$ cat config.mk
export PLATFORM = sky130hd
export DESIGN_NAME = rtc_bus_ctrl_flat
export DESIGN_NICKNAME = d
export VERILOG_FILES = /design/src/rtl/rtc_bus_ctrl_if.sv /design/src/rtl/rtc_bus_ctrl.sv /design/src/flat_wrapper.sv
export SDC_FILE = /design/constraint.sdc
export NUM_CORES = 1
export LEC_CHECK = 0
export BUFFER_PORTS_ARGS = -buffer_cell sky130_fd_sc_hd__buf_2
export CAP_MARGIN = 20
export CELL_PAD_IN_SITES_DETAIL_PLACEMENT = 1
export CELL_PAD_IN_SITES_GLOBAL_PLACEMENT = 1
export CORE_MARGIN = 1.5
export CORE_UTILIZATION = 32
export CTS_CLUSTER_DIAMETER = 120
export DETAILED_ROUTE_END_ITERATION = 6
export GPL_ROUTABILITY_DRIVEN = 0
export PLACE_DENSITY = 0.62
export SLEW_MARGIN = 15
export SYNTH_ARGS = -nofsm -noshare
export SYNTH_HDL_FRONTEND = slang
export SYNTH_SLANG_ARGS = --single-unit
$ cat constraint.sdc
create_clock -name CLK -period 4.75 [get_ports CLK]
set_input_delay 0.2375 -clock CLK [delete_from_list [all_inputs] [get_ports CLK]]
set_output_delay 0.2375 -clock CLK [all_outputs]
set_load 0.1 [all_outputs]
$ cat src/rtl/rtc_bus_ctrl_if.sv
// RTC parallel-bus transfer interface: request side from the menu FSM plus the
// multiplexed AD bus pins. master = bus controller, slave = its counterpart.
interface rtc_bus_ctrl_if;
   logic       Acceso;
   logic       Mod;
   logic [7:0] Dir;
   logic [7:0] Dato_esc;
   logic [7:0] AD_in;
   logic [7:0] AD_out;
   logic       AD_oe;
   logic       CS_n;
   logic       AD_sel_n;
   logic       RD_n;
   logic       WR_n;
   logic [7:0] Dato_lec;
   logic       FRW;
   logic       ocupado;

   modport master (
      input  Acceso, Mod, Dir, Dato_esc, AD_in,
      output AD_out, AD_oe, CS_n, AD_sel_n, RD_n, WR_n, Dato_lec, FRW, ocupado
   );

   modport slave (
      output Acceso, Mod, Dir, Dato_esc, AD_in,
      input  AD_out, AD_oe, CS_n, AD_sel_n, RD_n, WR_n, Dato_lec, FRW, ocupado
   );
endinterface

$ cat src/rtl/rtc_bus_ctrl.sv
// RTC bus-transaction engine: one address phase plus read/write data phase per request.
// Define RTC_INIT_EN to run the two RTC initialisation writes after reset.
module rtc_bus_ctrl #(
   parameter int T_PULSE = 4,
   parameter int T_GAP   = 2
) (
   input  logic          CLK,
   input  logic          RST,
   rtc_bus_ctrl_if.master bus
);

   localparam logic [2:0] S_INIT = 3'd0, S_IDLE = 3'd1, S_ADDR = 3'd2, S_GAP1 = 3'd3,
                          S_DATA = 3'd4, S_GAP2 = 3'd5, S_DONE = 3'd6;
   localparam logic [7:0] TP_LAST = 8'(T_PULSE - 1);
   localparam logic [7:0] TG_LAST = 8'(T_GAP - 1);

   logic [2:0] state_q, state_d;
   logic [7:0] timer_q, timer_d;
   logic [1:0] init_idx_q, init_idx_d;
   logic       acceso_ant_q, acceso_ant_d;
   logic       mod_q, mod_d;
   logic [7:0] dir_q, dir_d;
   logic [7:0] wdat_q, wdat_d;
   logic [7:0] dato_lec_q, dato_lec_d;
   logic       cs_n_q, cs_n_d, rd_n_q, rd_n_d, wr_n_q, wr_n_d, sel_n_q, sel_n_d;
   logic       oe_q, oe_d, frw_q, frw_d;
   logic [7:0] ad_out_q, ad_out_d;
   logic       start;

   always_comb begin
      state_d      = state_q;
      init_idx_d   = init_idx_q;
      mod_d        = mod_q;
      dir_d        = dir_q;
      wdat_d       = wdat_q;
      dato_lec_d   = dato_lec_q;
      acceso_ant_d = bus.Acceso;
      start        = bus.Acceso & ~acceso_ant_q;

      case (state_q)
         S_INIT: begin
`ifdef RTC_INIT_EN
            state_d = S_ADDR;
            mod_d   = 1'b1;
            dir_d   = 8'h02;
            wdat_d  = 8'h10;
`else
            // First step also spans the reset-release cycle, so the two pulses land two cycles apart
            if (timer_q == 8'd1 || init_idx_q != 2'd0) state_d = S_DONE;
`endif
         end
         S_IDLE: if (start) begin
            mod_d   = bus.Mod;
            dir_d   = bus.Dir;
            wdat_d  = bus.Dato_esc;
            state_d = S_ADDR;
         end
         S_ADDR: if (timer_q == TP_LAST) state_d = S_GAP1;
         S_GAP1: if (timer_q == TG_LAST) state_d = S_DATA;
         S_DATA: begin
            if (!mod_q && timer_q == TP_LAST) dato_lec_d = bus.AD_in;
            if (timer_q == TP_LAST) state_d = S_GAP2;
         end
         S_GAP2: if (timer_q == TG_LAST) state_d = S_DONE;
         S_DONE: begin
            state_d = S_IDLE;
            if (init_idx_q == 2'd0) begin
               init_idx_d = 2'd1;
`ifdef RTC_INIT_EN
               state_d = S_ADDR;
               wdat_d  = 8'h00;
`else
               state_d = S_INIT;
`endif
            end else if (init_idx_q == 2'd1) begin
               init_idx_d = 2'd2;
            end
         end
         default: state_d = S_IDLE;
      endcase

      if (state_d != state_q)      timer_d = 8'd0;
      else if (state_q != S_IDLE)  timer_d = timer_q + 8'd1;
      else                         timer_d = timer_q;

      // Bus pins are registered from the next state so the strobes come straight off flops
      cs_n_d   = 1'b1;
      rd_n_d   = 1'b1;
      wr_n_d   = 1'b1;
      sel_n_d  = 1'b1;
      oe_d     = 1'b0;
      ad_out_d = 8'h00;
      case (state_d)
         S_ADDR: begin
            cs_n_d   = 1'b0;
            sel_n_d  = 1'b0;
            wr_n_d   = 1'b0;
            oe_d     = 1'b1;
            ad_out_d = dir_d;
         end
         S_DATA: begin
            cs_n_d = 1'b0;
            if (mod_d) begin
               wr_n_d   = 1'b0;
               oe_d     = 1'b1;
               ad_out_d = wdat_d;
            end else begin
               rd_n_d = 1'b0;
            end
         end
         default: ;
      endcase
      frw_d = (state_d == S_DONE);
   end

   always_ff @(posedge CLK or posedge RST) begin
      if (RST) begin
         state_q      <= S_INIT;
         timer_q      <= 8'd0;
         init_idx_q   <= 2'd0;
         acceso_ant_q <= 1'b0;
         mod_q        <= 1'b0;
         dir_q        <= 8'h00;
         wdat_q       <= 8'h00;
         dato_lec_q   <= 8'h00;
         cs_n_q       <= 1'b1;
         rd_n_q       <= 1'b1;
         wr_n_q       <= 1'b1;
         sel_n_q      <= 1'b1;
         oe_q         <= 1'b0;
         ad_out_q     <= 8'h00;
         frw_q        <= 1'b0;
      end else begin
         state_q      <= state_d;
         timer_q      <= timer_d;
         init_idx_q   <= init_idx_d;
         acceso_ant_q <= acceso_ant_d;
         mod_q        <= mod_d;
         dir_q        <= dir_d;
         wdat_q       <= wdat_d;
         dato_lec_q   <= dato_lec_d;
         cs_n_q       <= cs_n_d;
         rd_n_q       <= rd_n_d;
         wr_n_q       <= wr_n_d;
         sel_n_q      <= sel_n_d;
         oe_q         <= oe_d;
         ad_out_q     <= ad_out_d;
         frw_q        <= frw_d;
      end
   end

   assign bus.CS_n     = cs_n_q;
   assign bus.RD_n     = rd_n_q;
   assign bus.WR_n     = wr_n_q;
   assign bus.AD_sel_n = sel_n_q;
   assign bus.AD_oe    = oe_q;
   assign bus.AD_out   = ad_out_q;
   assign bus.Dato_lec = dato_lec_q;
   assign bus.FRW      = frw_q;
   assign bus.ocupado  = (state_q != S_IDLE);

endmodule
$ cat src/flat_wrapper.sv
// flat-port wrapper written by rule: the top's interface ports become plain ports
module rtc_bus_ctrl_flat 
#(
   parameter int T_PULSE = 4,
   parameter int T_GAP   = 2
)
  (CLK, RST, bus_Acceso, bus_Mod, bus_Dir, bus_Dato_esc, bus_AD_in, bus_AD_out, bus_AD_oe, bus_CS_n, bus_AD_sel_n, bus_RD_n, bus_WR_n, bus_Dato_lec, bus_FRW, bus_ocupado);
  rtc_bus_ctrl_if bus_i ();
  input  logic CLK;
  input  logic RST;
  input wire logic [$bits(bus_i.Acceso)-1:0] bus_Acceso;
  input wire logic [$bits(bus_i.Mod)-1:0] bus_Mod;
  input wire logic [$bits(bus_i.Dir)-1:0] bus_Dir;
  input wire logic [$bits(bus_i.Dato_esc)-1:0] bus_Dato_esc;
  input wire logic [$bits(bus_i.AD_in)-1:0] bus_AD_in;
  output wire logic [$bits(bus_i.AD_out)-1:0] bus_AD_out;
  output wire logic [$bits(bus_i.AD_oe)-1:0] bus_AD_oe;
  output wire logic [$bits(bus_i.CS_n)-1:0] bus_CS_n;
  output wire logic [$bits(bus_i.AD_sel_n)-1:0] bus_AD_sel_n;
  output wire logic [$bits(bus_i.RD_n)-1:0] bus_RD_n;
  output wire logic [$bits(bus_i.WR_n)-1:0] bus_WR_n;
  output wire logic [$bits(bus_i.Dato_lec)-1:0] bus_Dato_lec;
  output wire logic [$bits(bus_i.FRW)-1:0] bus_FRW;
  output wire logic [$bits(bus_i.ocupado)-1:0] bus_ocupado;
  assign bus_i.Acceso = bus_Acceso;
  assign bus_i.Mod = bus_Mod;
  assign bus_i.Dir = bus_Dir;
  assign bus_i.Dato_esc = bus_Dato_esc;
  assign bus_i.AD_in = bus_AD_in;
  assign bus_AD_out = bus_i.AD_out;
  assign bus_AD_oe = bus_i.AD_oe;
  assign bus_CS_n = bus_i.CS_n;
  assign bus_AD_sel_n = bus_i.AD_sel_n;
  assign bus_RD_n = bus_i.RD_n;
  assign bus_WR_n = bus_i.WR_n;
  assign bus_Dato_lec = bus_i.Dato_lec;
  assign bus_FRW = bus_i.FRW;
  assign bus_ocupado = bus_i.ocupado;
  rtc_bus_ctrl #(.T_PULSE(T_PULSE), .T_GAP(T_GAP)) u_core (.CLK(CLK), .RST(RST), .bus(bus_i));
endmodule
Word-level counts from Yosys, hierarchy flattened

Index checks and enable logic that the tools add are counted.

$add $sub $neg: 1
Eq/ne operators: 14
Mux-type cells: 27
Bitwise gates (word level): 2
Reductions and logical operators: 11

Operator list:

| kind                | number |
|---|---|
| $mux 8              | 7 |
| $pmux 3 s7          | 1 |
| $mux 3              | 6 |
| $pmux 8 s2          | 1 |
| $eq 3x3->1 const B  | 5 |
| $eq 3x2->1 const B  | 3 |
| $add 8x1->8 const B | 1 |
| $eq 8x1->1 const B  | 1 |
| $eq 8x2->1 const B  | 1 |
| $mux 1              | 8 |
| $reduce_bool 2->1   | 3 |
| $mux 2              | 2 |
| $pmux 1 s2          | 2 |
| $reduce_and 2->1    | 2 |
| $eq 3x1->1 const B  | 1 |
| $logic_not 3->1     | 1 |
| $ne 3x1->1 const B  | 1 |
| $ne 3x3->1          | 1 |
| $eq 2x1->1 const B  | 1 |
| $logic_not 2->1     | 1 |
| $reduce_or 2->1     | 1 |
| $and 1x1->1         | 1 |
| $logic_and 1x1->1   | 1 |
| $logic_not 1->1     | 1 |
| 2 further kinds     | 2 |

Register bits: 53
Bits of input ports: 28
Output and inout bits: 23
Logic and storage cells: 70

Logic depth before layout (Yosys ltp)

Gate-level depths: netlist of run 1.

Word-level depth: 7
Depth in mapped cells: 7

Least setup slack after synthesis of run 1

Ideal clock, no wire load.

Path type: reg-to-reg
Start: register u_core.state_q[0]
End: register u_core.timer_q[6]
Arrival time: 1.960 ns
Slack: 2.653 ns
Stages on the path, launching flop included: 7
Path buffers: 0
Period minus slack after synthesis: 2.097 ns
Cell sequence: dfrtp_1 nor3b_4 inv_2 o22ai_1 a31o_2 a221oi_4 nor3b_1

RTL lines:

| item                               | line                | source |
|---|---|---|
| start, declared                    | rtc_bus_ctrl.sv:17  | `logic [2:0] state_q, state_d;` |
| start signal, assigned             | rtc_bus_ctrl.sv:134 | `state_q <= state_d;` |
| $ne 3x1->1                         | n/a                 |  |
| via bus_ocupado                    | flat_wrapper.sv:24  | `output wire logic [$bits(bus_i.ocupado)-1:0] bus_ocupado;` |
| $reduce_bool 2->1 (no source line) | n/a                 |  |
| end signal, assigned               | rtc_bus_ctrl.sv:135 | `timer_q <= timer_d;` |
| end, declared                      | rtc_bus_ctrl.sv:18  | `logic [7:0] timer_q, timer_d;` |

The timed path passes the listed nets, and every way through them passes these cells.
A chain may end at the register's enable or synchronous reset.

Worst setup path after layout of run 1

Start: register u_core.state_q[0]
End: register u_core.wr_n_q (netlist: u_core.bus.WR_n)

Longest elaborated chain between the ends: 4

RTL lines:

| item                                        | line                | source |
|---|---|---|
| $eq 3x3->1 (tied with other cells)          | rtc_bus_ctrl.sv:40  | `case (state_q)` |
| $pmux 3 s7 / $mux 1 (equally long branches) | rtc_bus_ctrl.sv:40  |  |
| $eq 3x3->1 (tied with other cells)          | rtc_bus_ctrl.sv:93  | `case (state_d)` |
| $pmux 1 s2 (*)                              | rtc_bus_ctrl.sv:93  |  |
| via u_core.wr_n_d                           | rtc_bus_ctrl.sv:25  | `logic cs_n_q, cs_n_d, rd_n_q, rd_n_d, wr_n_q, wr_n_d, sel_n_q, sel_n_d;` |
| end signal, assigned                        | rtc_bus_ctrl.sv:144 | `wr_n_q <= wr_n_d;` |
| end, declared                               | rtc_bus_ctrl.sv:25  |  |

The timed path passes the listed nets; every way through them passes the cells marked *.

==> results.ini, run 1 <==
[clock_network]
cts.sinks = 53
insertion_delay_ns = 0.31
cts-root-buf = clkbuf_8
cts_buffer_depth = 2
post_cts_buffers = 0
h-tree-depth = 2
cts_hold_buf = 0
clk_pin_slew_ns = 0.10
cts_tree = built
cts_buffers = 5
postCtsResizedCells = 0

[pwr]
p_comb_share_pct = 52.0
p_per_area_mw_per_mm2 = 684.4
ir_drop_v = 0.0002684
finalPower_mw = 1.969
power.internal_uw = 989.9
pwr-share-seq_pct = 34.8
switchingPower_uw = 978.7
p_leak_nw = 1.317
clkPwrFrac_pct = 13.2
p_sw_share_pct = 49.72

[cells_and_area]
utilization_pct = 39.45
fin_nets = 287
num_antenna_cells = 0
design_area_mm2 = 0.002877
drive_gt1_share_pct = 39.92
areaGrowthSynthToFinish_pct = 18.51
instances_no_fill = 357

[synth]
synth_edf_count = 0
netlist_top_cells_area = dfrtp_1 (51%), mux2_2 (12%), dfstp_2 (4.3%), nand2_1 (4.3%), o22ai_1 (2.3%)
syn_area_per_cell_um2 = 11.90
synthFlopType = dfrtp_1
synthCells = 204
syn_nets = 234
synth_async_sr_flop_share_pct = 100.0
synth_warnings = 0
synth_area_mm2 = 0.002427
ys_types = 47
seq_area_frac_synth_pct = 54.85
yosys.area.top_type = dfrtp_1
synth_seq_cells = 53
synth_top_area_share_pct = 50.52

[placed_design]
dp_cells = 349
detailedPlace.worstSlack_ns = 2.312
io_buffer_count = 50
placed_area_mm2 = 0.002788
hpwl_um = 3755

[sta]
rsz0062_at_grt = false
whs_ns = 0.03567
period_needed_ns = 2.466
fin_crit_sh_pct = 51.92
hold_violations = 0
clock.fmax_mhz = 405.5
maxSlewViolCount = 0
fin_tns_setup_ns = 0
maxSlewHeadroom_pct = 45.00
fin_worst_skew_ns = 0.009429
setup_ws_ns = 2.284
tightestPinTransition_ns = 0.8250
setup_viol = 0

[floorplanning]
dieWidth_um = 90.10
start_util_pct = 33.29
die_h_um = 90.10
fp.coreArea_mm2 = 0.007292
rows = 31
die-area_mm2 = 0.008117
ios = 51

[drt]
via_count = 1740
drc = 0
wl_met3_um = 258
drt_first_pass_iters = 4
ant_nets = 0
routed_via_density = 4.874
routed.top_layer = met4
met1_length_um = 2542
post_drt_wl_per_cell_um = 14.77
drt-initial-drc-count = 60
wl_met2_um = 2421
drt-total-wl_um = 5272

[grt]
grt.overflow.total = 0
grt_usage_pct = 14.45
grt_max_degree = 54
grt_pass1_wl_um = 9363
antenna_found_initial = 0
grt_pass1_vias = 1824

[critical_path]
cp_max_fo = 17
cp.required_ns = 4.99
end_kind = flip-flop
start_kind = flip-flop
worstSetupPathType = flip-flop to flip-flop
cp_data_arrival_time_ns = 2.71

[job]
maxCapViolations = 0

[status]
outcome = complete, no violations

[min_path]
hold_class = input port to flip-flop

[worst max-delay path, stage by stage, from the launching register on]
cell,delay (ns)
dfrtp_1,0.75
nor3b_4,0.46
nand3_1,0.15
a22oi_1,0.65
nand4_1,0.20
and2_1,0.20
[Yosys cell counts, types with 2 or more instances]
| library cell | number |
|---|---|
| dfrtp_1 | 49 |
| nand2_1 | 28 |
| mux2_2 | 25 |
| nor2_1 | 13 |
| o22ai_1 | 9 |
| nor3_1 | 7 |
| nand3_1 | 5 |
| xor2_1 | 5 |
| dfstp_2 | 4 |
| inv_1 | 4 |
| nor3b_1 | 4 |
| xnor2_1 | 4 |
| clkbuf_1 | 3 |
| nand4_1 | 3 |
| a21oi_1 | 2 |
| and2_1 | 2 |
| buf_2 | 2 |
| ha_1 | 2 |
| inv_2 | 2 |
| nor2b_1 | 2 |
| o211ai_1 | 2 |
| o21ai_0 | 2 |
[flip-flops by register name (all words and copies together), names as in the netlist, 2 cells and up]
| signal | flops |
|---|---|
| u_core.bus.Dato_lec | 8 |
| u_core.state_q | 3 |
| u_core.bus.AD_out | 8 |
| u_core.timer_q | 8 |
| u_core.wdat_q | 8 |
| u_core.init_idx_q | 2 |
| u_core.dir_q | 8 |
[path summary, 6_finish.rpt]
check	startpoint	to	slack, ns	cells past startpoint
max in group asynchronous	RST	u_core.bus.Dato_lec[1]$_DFFE_PP0P_	4.20	3
worst min-delay path	bus_Acceso	u_core.acceso_ant_q$_DFF_PP0_	0.04	1
worst max-delay path	u_core.state_q[0]$_DFF_PP0_	u_core.bus.WR_n$_DFF_PP1_	2.28	5
min in group asynchronous	RST	u_core.dir_q[6]$_DFF_PP0_	0.09	3
worst max register to register	u_core.state_q[0]$_DFF_PP0_	u_core.bus.WR_n$_DFF_PP1_	2.28	5
worst min register to register	u_core.bus.Dato_lec[4]$_DFFE_PP0P_	u_core.bus.Dato_lec[4]$_DFFE_PP0P_	0.50	1
[cells in the final DEF, fill, tap and decap left out, drive strengths merged, types with 2 or more instances in the layout]
cell type,n
o21ai,3
dfrtp,49
nand3,7
a21oi,2
clkbuf,6
mux2,25
o22ai,9
nand2,29
xnor2,4
buf,51
ha,2
nor3,7
o211ai,3
xor2,5
nand4,3
nor2b,2
and2,2
nor3b,5
dfstp,4
inv,6
nor2,13
[power by group through the flow]
stage | combinational, mW | clock [mW] | sequential, mW
4_1_cts | 1.04 | 0.270 | 0.687
6_report | 1.02 | 0.259 | 0.686
5_1_grt | 1.12 | 0.289 | 0.703
3_5_place_dp | 1.03 | 0 | 0.695
3_3_place_gp | 1.02 | 0 | 0.691
2_1_floorplan | 0.539 | 0 | 0.995
[area by class of cell]
cell class	count	area (um2)
Multi-Input combinational cell	140	1052
Clock inverter	2	16.27
Timing Repair Buffer	51	257.7
Sequential cell	53	1331
Clock buffer	6	72.57
Tap cell	99	123.9
Fill cell	840	4415
Inverter	6	22.52
[cell families (layout without fill, tap and decap cells)]
| kind of cell | Yosys count | count (layout) | synth area share [%] |
|---|---|---|---|
| buf+inv | 11 | 65 | 1.804 |
| simple gates | 74 | 74 | 16.60 |
| flops | 53 | 53 | 54.85 |
| mux | 26 | 26 | 12.01 |
| fa+ha+maj | 2 | 2 | 1.031 |
| xor+xnor | 9 | 9 | 3.247 |
| compound gates | 29 | 29 | 10.46 |
[per-layer routing]
metal	vias to the layer above	global-route usage, %
met2	43	22.10
met5	-	0
li1	829	-
met4	0	3.968
met1	864	20.32
met3	4	3.553
Note: power is estimated with default switching activity, not from simulation.
==> run 2: changes to the inputs <==
==> constraint.sdc (replaced) <==
create_clock -name CLK -period 2.55 [get_ports CLK]
set_input_delay 0.1275 -clock CLK [delete_from_list [all_inputs] [get_ports CLK]]
set_output_delay 0.1275 -clock CLK [all_outputs]
set_load 0.1 [all_outputs]
==> run 2 against run 1 <==
Clock-buffer cell count did not move. Non-clock buffer count up 6. Setup slack worse by 1.9 ns. Largest cell class unchanged.
==> results.ini, run 2 (synthesis gave the netlist of run 1 again) <==
[cells_and_area]
areaGrowthSynthToFinish_pct = 22.01
utilization_pct = 40.61
final_common_cell = buf_2
drive_gt1_share_pct = 40.53
design_area_mm2 = 0.002962
fillerInstances = 835
num_antenna_cells = 0
final_cell_mix = buf_2 (50), dfrtp_1 (49), nand2_1 (28)
fin_nets = 293

[clock_network]
postCtsResizedCells = 0
clk_pin_slew_ns = 0.10
cts_tree = built
cts_buffer_depth = 2
cts_buffers = 5
cts-root-buf = clkbuf_8
insertion_delay_ns = 0.31
cts.sinks = 53
h-tree-depth = 2

[sta]
tightestPinTransition_ns = 0.4948
clock.fmax_mhz = 452.6
fin_crit_sh_pct = 86.65
rsz0062_at_grt = false
maxSlewHeadroom_pct = 67.02
fin_worst_skew_ns = 0.01373
period_needed_ns = 2.209
hold_violations = 0
fin_tns_setup_ns = 0
setup_viol = 0
maxSlewViolCount = 0

[drt]
drt-initial-drc-count = 81
drt_first_pass_iters = 4
drt-total-wl_um = 5273
post_drt_wl_per_cell_um = 14.53
ant_nets = 0
via_count = 1737
drc = 0
routed_via_density = 4.785

[critical_path]
cp.required_ns = 2.77
critPathSlowestCell = a311oi_4
start_kind = flip-flop
cp_max_fo = 8
worstPathCellList = nor4_4, nand3_4, a311oi_4, nand3_2, o22ai_1
end_kind = flip-flop
slowest_delay_ns = 0.49
cp_data_arrival_time_ns = 2.43
worstSetupPathType = flip-flop to flip-flop

[placed_design]
placed_area_mm2 = 0.002830
io_buffer_count = 50
hpwl_um = 3797

[floorplanning]
dieWidth_um = 90.10
start_util_pct = 33.29
rows = 31
die_h_um = 90.10
fp.coreArea_mm2 = 0.007292
die-area_mm2 = 0.008117
ios = 51

[grt]
grt_pass1_vias = 1854
use_met1_pct = 18.67
grt_use_met3_pct = 3.046
grt_pass1_wl_um = 9211
grt.overflow.total = 0
grt_usage_pct = 13.85
gr-usage-met2_pct = 23.11
busiest_layer = met2
antenna_found_initial = 0
grt_max_degree = 54

[pwr]
ir_drop_v = 0.0006064
p_per_area_mw_per_mm2 = 1277
p_leak_nw = 1.364

[min_path]
hold_class = input port to flip-flop

[job]
maxCapViolations = 0

[status]
outcome = complete, no violations

## run 2: cell types whose count changed in the layout (fill, tap and decap cells not counted), sizes merged
cell | before | now
clkinv | 1 | 0
clkinvlp | 1 | 0
dlygate4sd3 | 0 | 2
buf | 51 | 55
bufinv | 0 | 1
inv | 6 | 7
## run 2: report_power, final
| part | internal [mW] | switching, mW | leakage, nW |
|---|---|---|---|
| clock network | 0.297 | 0.277 | 0.0558 |
| logic | 0.564 | 1.40 | 0.647 |
| registers | 1.11 | 0.138 | 0.661 |
## run 2: metal layers
layer,up-vias,wire [um]
li1,835,-
met1,860,2410
met2,40,2606
met3,2,241
met4,0,14
met5,-,0
## run 2: repair_timing
action	4_1_cts	5_1_grt
setup buffers	0	0
hold buffers	2	0
endpoints found under the hold margin	50	0
## run 2: worst paths after layout
| check | startpoint | to | slack (ns) | cells after the start |
|---|---|---|---|---|
| worst max-delay path | u_core.timer_q[3]$_DFFE_PP0P_ | u_core.bus.AD_out[4]$_DFF_PP0_ | 0.34 | 5 |
| worst min-delay path | bus_AD_in[4] | u_core.bus.Dato_lec[4]$_DFFE_PP0P_ | 0.06 | 2 |
| worst max register to register | u_core.timer_q[3]$_DFFE_PP0P_ | u_core.bus.AD_out[4]$_DFF_PP0_ | 0.34 | 5 |
| worst min register to register | u_core.wdat_q[2]$_DFF_PP0_ | u_core.wdat_q[2]$_DFF_PP0_ | 0.51 | 1 |
| max in group asynchronous | RST | u_core.bus.WR_n$_DFF_PP1_ | 1.84 | 4 |
| min in group asynchronous | RST | u_core.dir_q[6]$_DFF_PP0_ | 0.40 | 4 |
## run 2: per-stage QoR
stage          total power, mW  setup WS (ns)  cells  hold slack, ns
2_1_floorplan            2.858         0.4528    204          0.1589
3_3_place_gp             3.216         0.4570    353          0.1976
3_5_place_dp             3.249         0.3613    353          0.2010
4_1_cts                  3.843         0.3510    363         0.04824
5_1_grt                  4.026         0.1966    363         0.05925
6_report                 3.783         0.3405    363         0.06172
## run 2: critical path, delay by kind of cell (launching register included)
| family | cells | cell delay [ns] |
|---|---|---|
| flops | 1 | 0.45 |
| simple gates | 3 | 0.95 |
| compound gates | 2 | 0.73 |
## run 2: final cells by class
type	count	area, um2	share of cell area [%]
Sequential cell	53	1331	44.95
Multi-Input combinational cell	140	1052	35.53
Timing Repair Buffer	57	320.3	10.82
Tap cell	99	123.9	4.183
Clock buffer	6	72.57	2.450
Clock inverter	2	38.79	1.310
Inverter	6	22.52	0.7605
==> run 3: changes to the inputs <==
--- a/config.mk
+++ b/config.mk
@@ -15,6 +15,7 @@
 export DETAILED_ROUTE_END_ITERATION = 6
 export GPL_ROUTABILITY_DRIVEN = 0
 export PLACE_DENSITY = 0.62
+export SETUP_SLACK_MARGIN = 0.4
 export SLEW_MARGIN = 15
 export SYNTH_ARGS = -nofsm -noshare
 export SYNTH_HDL_FRONTEND = slang
==> run 3 against run 2 <==
Fmax rose by 7.5%. Utilization rose by 2.0 points. Die area did not move. Sequential share of layout area fell by 1.9 points. Cell count rose by 3.9%. Clock skew fell by 0.00079 ns. Hold slack barely moved. Clock-buffer cell count did not move. Critical endpoint unchanged. Largest cell class unchanged.
==> results.ini, run 3 (synthesis gave the netlist of run 1 again) <==
[status]
outcome = complete, no violations

[pwr]
pwr-share-seq_pct = 31.4
p_leak_nw = 1.428
p_per_area_mw_per_mm2 = 1286
p_sw_share_pct = 46.98
power.internal_mw = 2.117
ir_drop_v = 0.0006071
p_comb_share_pct = 54.2
switchingPower_mw = 1.876
clkPwrFrac_pct = 14.4

[critical_path]
end_kind = flip-flop
cp.required_ns = 2.73
worstSetupPathType = flip-flop to flip-flop
cp_max_fo = 8
cp_data_arrival_time_ns = 2.24
start_kind = flip-flop

[clock_network]
clk_pin_slew_ns = 0.10
cts_buffers = 5
cts_buffer_depth = 2
cts_tree = built
cts.sinks = 53
cts-root-buf = clkbuf_8
insertion_delay_ns = 0.30
h-tree-depth = 2

[job]
maxCapViolations = 0

[sta]
fin_tns_setup_ns = 0
tightestPinTransition_ns = 0.5024
maxSlewViolCount = 0
maxSlewHeadroom_pct = 66.74
period_needed_ns = 2.055
fin_worst_skew_ns = 0.01295
fin_crit_sh_pct = 80.57
setup_viol = 0
rsz0062_at_grt = false
clock.fmax_mhz = 486.7
hold_violations = 0

[cells_and_area]
final_common_cell = buf_2
utilization_pct = 42.60
areaGrowthSynthToFinish_pct = 27.99
multiInputGateArea_mm2 = 0.001086
fin_nets = 307
num_antenna_cells = 0
drive_gt1_share_pct = 47.84
fillerInstances = 837
ff_latch_area_mm2 = 0.001338
final_cell_mix = buf_2 (50), dfrtp_1 (44), nand2_1 (28)

[min_path]
hold_class = input port to flip-flop

[drt]
ant_nets = 0
drt-total-wl_um = 5487
drt-initial-drc-count = 56
via_count = 1796
drc = 0
drt_first_pass_iters = 4
post_drt_wl_per_cell_um = 14.55
routed_via_density = 4.764

[grt]
grt_max_degree = 54
grt_pass1_vias = 1867
antenna_found_initial = 0
grt.overflow.total = 0
grt_pass1_wl_um = 9273
grt_usage_pct = 13.94

[floorplanning]
fp.coreArea_mm2 = 0.007292
die_h_um = 90.10
ios = 51
start_util_pct = 33.29
dieWidth_um = 90.10
die-area_mm2 = 0.008117
rows = 31

[placed_design]
hpwl_um = 3797
io_buffer_count = 50

[run 3: cell count changes in the layout (fill, tap and decap cells not counted), moves of 2 or more]
cell | before | now
buf_4 | 4 | 18
dfrtp_1 | 49 | 44
dfrtp_2 | 0 | 5
nor3_1 | 7 | 5
nor3_2 | 0 | 2
[run 3: area by class of cell]
type | count | area share [%]
inverter | 6 | 0.7249
multi-input combinational | 140 | 34.96
sequential | 53 | 43.05
tap | 99 | 3.987
clock buffer | 6 | 2.336
timing repair buffer | 71 | 13.69
clock inverter | 2 | 1.248
[run 3: repair_timing]
| action | CTS | global route |
|---|---|---|
| hold buffers | 2 | 0 |
| setup buffers | 3 | 11 |
| setup endpoints to repair | 4 | 21 |
| endpoints found under the hold margin | 50 | 0 |
| pin swaps | 2 | 8 |
| cloned | 0 | 0 |
| resized for setup | 1 | 12 |
[run 3: power by group through the flow]
| stage | clock, mW | sequential (mW) | combinational (mW) |
|---|---|---|---|
| floorplan | 0 | 1.85 | 1.00 |
| global placement | 0 | 1.26 | 1.96 |
| detailed placement | 0 | 1.27 | 1.98 |
| CTS | 0.600 | 1.26 | 2.03 |
| global route | 0.626 | 1.29 | 2.33 |
| finish | 0.575 | 1.25 | 2.17 |
[run 3: metrics by stage]
step	cell area, um2	power, mW	hold WS [ns]	cells	setup WS (ns)
floorplan	2427	2.858	0.1589	204	0.4528
global placement	2830	3.216	0.1976	353	0.4570
detailed placement	2830	3.249	0.2010	353	0.3613
CTS	2985	3.886	0.04823	366	0.4581
global route	3107	4.239	0.05925	377	0.4147
finish	3107	3.994	0.06141	377	0.4954
[run 3: worst paths after layout]
| path | startpoint | end | slack, ns | cells after the start |
|---|---|---|---|---|
| max | u_core.timer_q[2]$_DFFE_PP0P_ | u_core.bus.AD_out[4]$_DFF_PP0_ | 0.50 | 6 |
| min | bus_AD_in[4] | u_core.bus.Dato_lec[4]$_DFFE_PP0P_ | 0.06 | 2 |
| max reg2reg | u_core.timer_q[2]$_DFFE_PP0P_ | u_core.bus.AD_out[4]$_DFF_PP0_ | 0.50 | 6 |
| min reg2reg | u_core.wdat_q[2]$_DFF_PP0_ | u_core.wdat_q[2]$_DFF_PP0_ | 0.51 | 1 |
| max in group asynchronous | RST | u_core.bus.WR_n$_DFF_PP1_ | 1.84 | 4 |
| min in group asynchronous | RST | u_core.dir_q[6]$_DFF_PP0_ | 0.40 | 4 |
[run 3: layer usage]
metal  part of all wire (%)  up-vias  wire [um]  track usage [%]
met1                     46      885       2544            19.00
met5                      0        -          0                0
met4                   0.26        0         14            2.381
met2                     49       42       2691            23.04
met3                    4.3        2        237            3.046
li1                       -      867          -                -
[run 3: worst max-delay path, cell delays in order (launching register included)]
cell	delay (ns)
dfrtp_2	0.45
nor4_4	0.40
nand3_4	0.14
buf_4	0.19
mux2_2	0.33
o21ai_4	0.28
o22ai_1	0.15
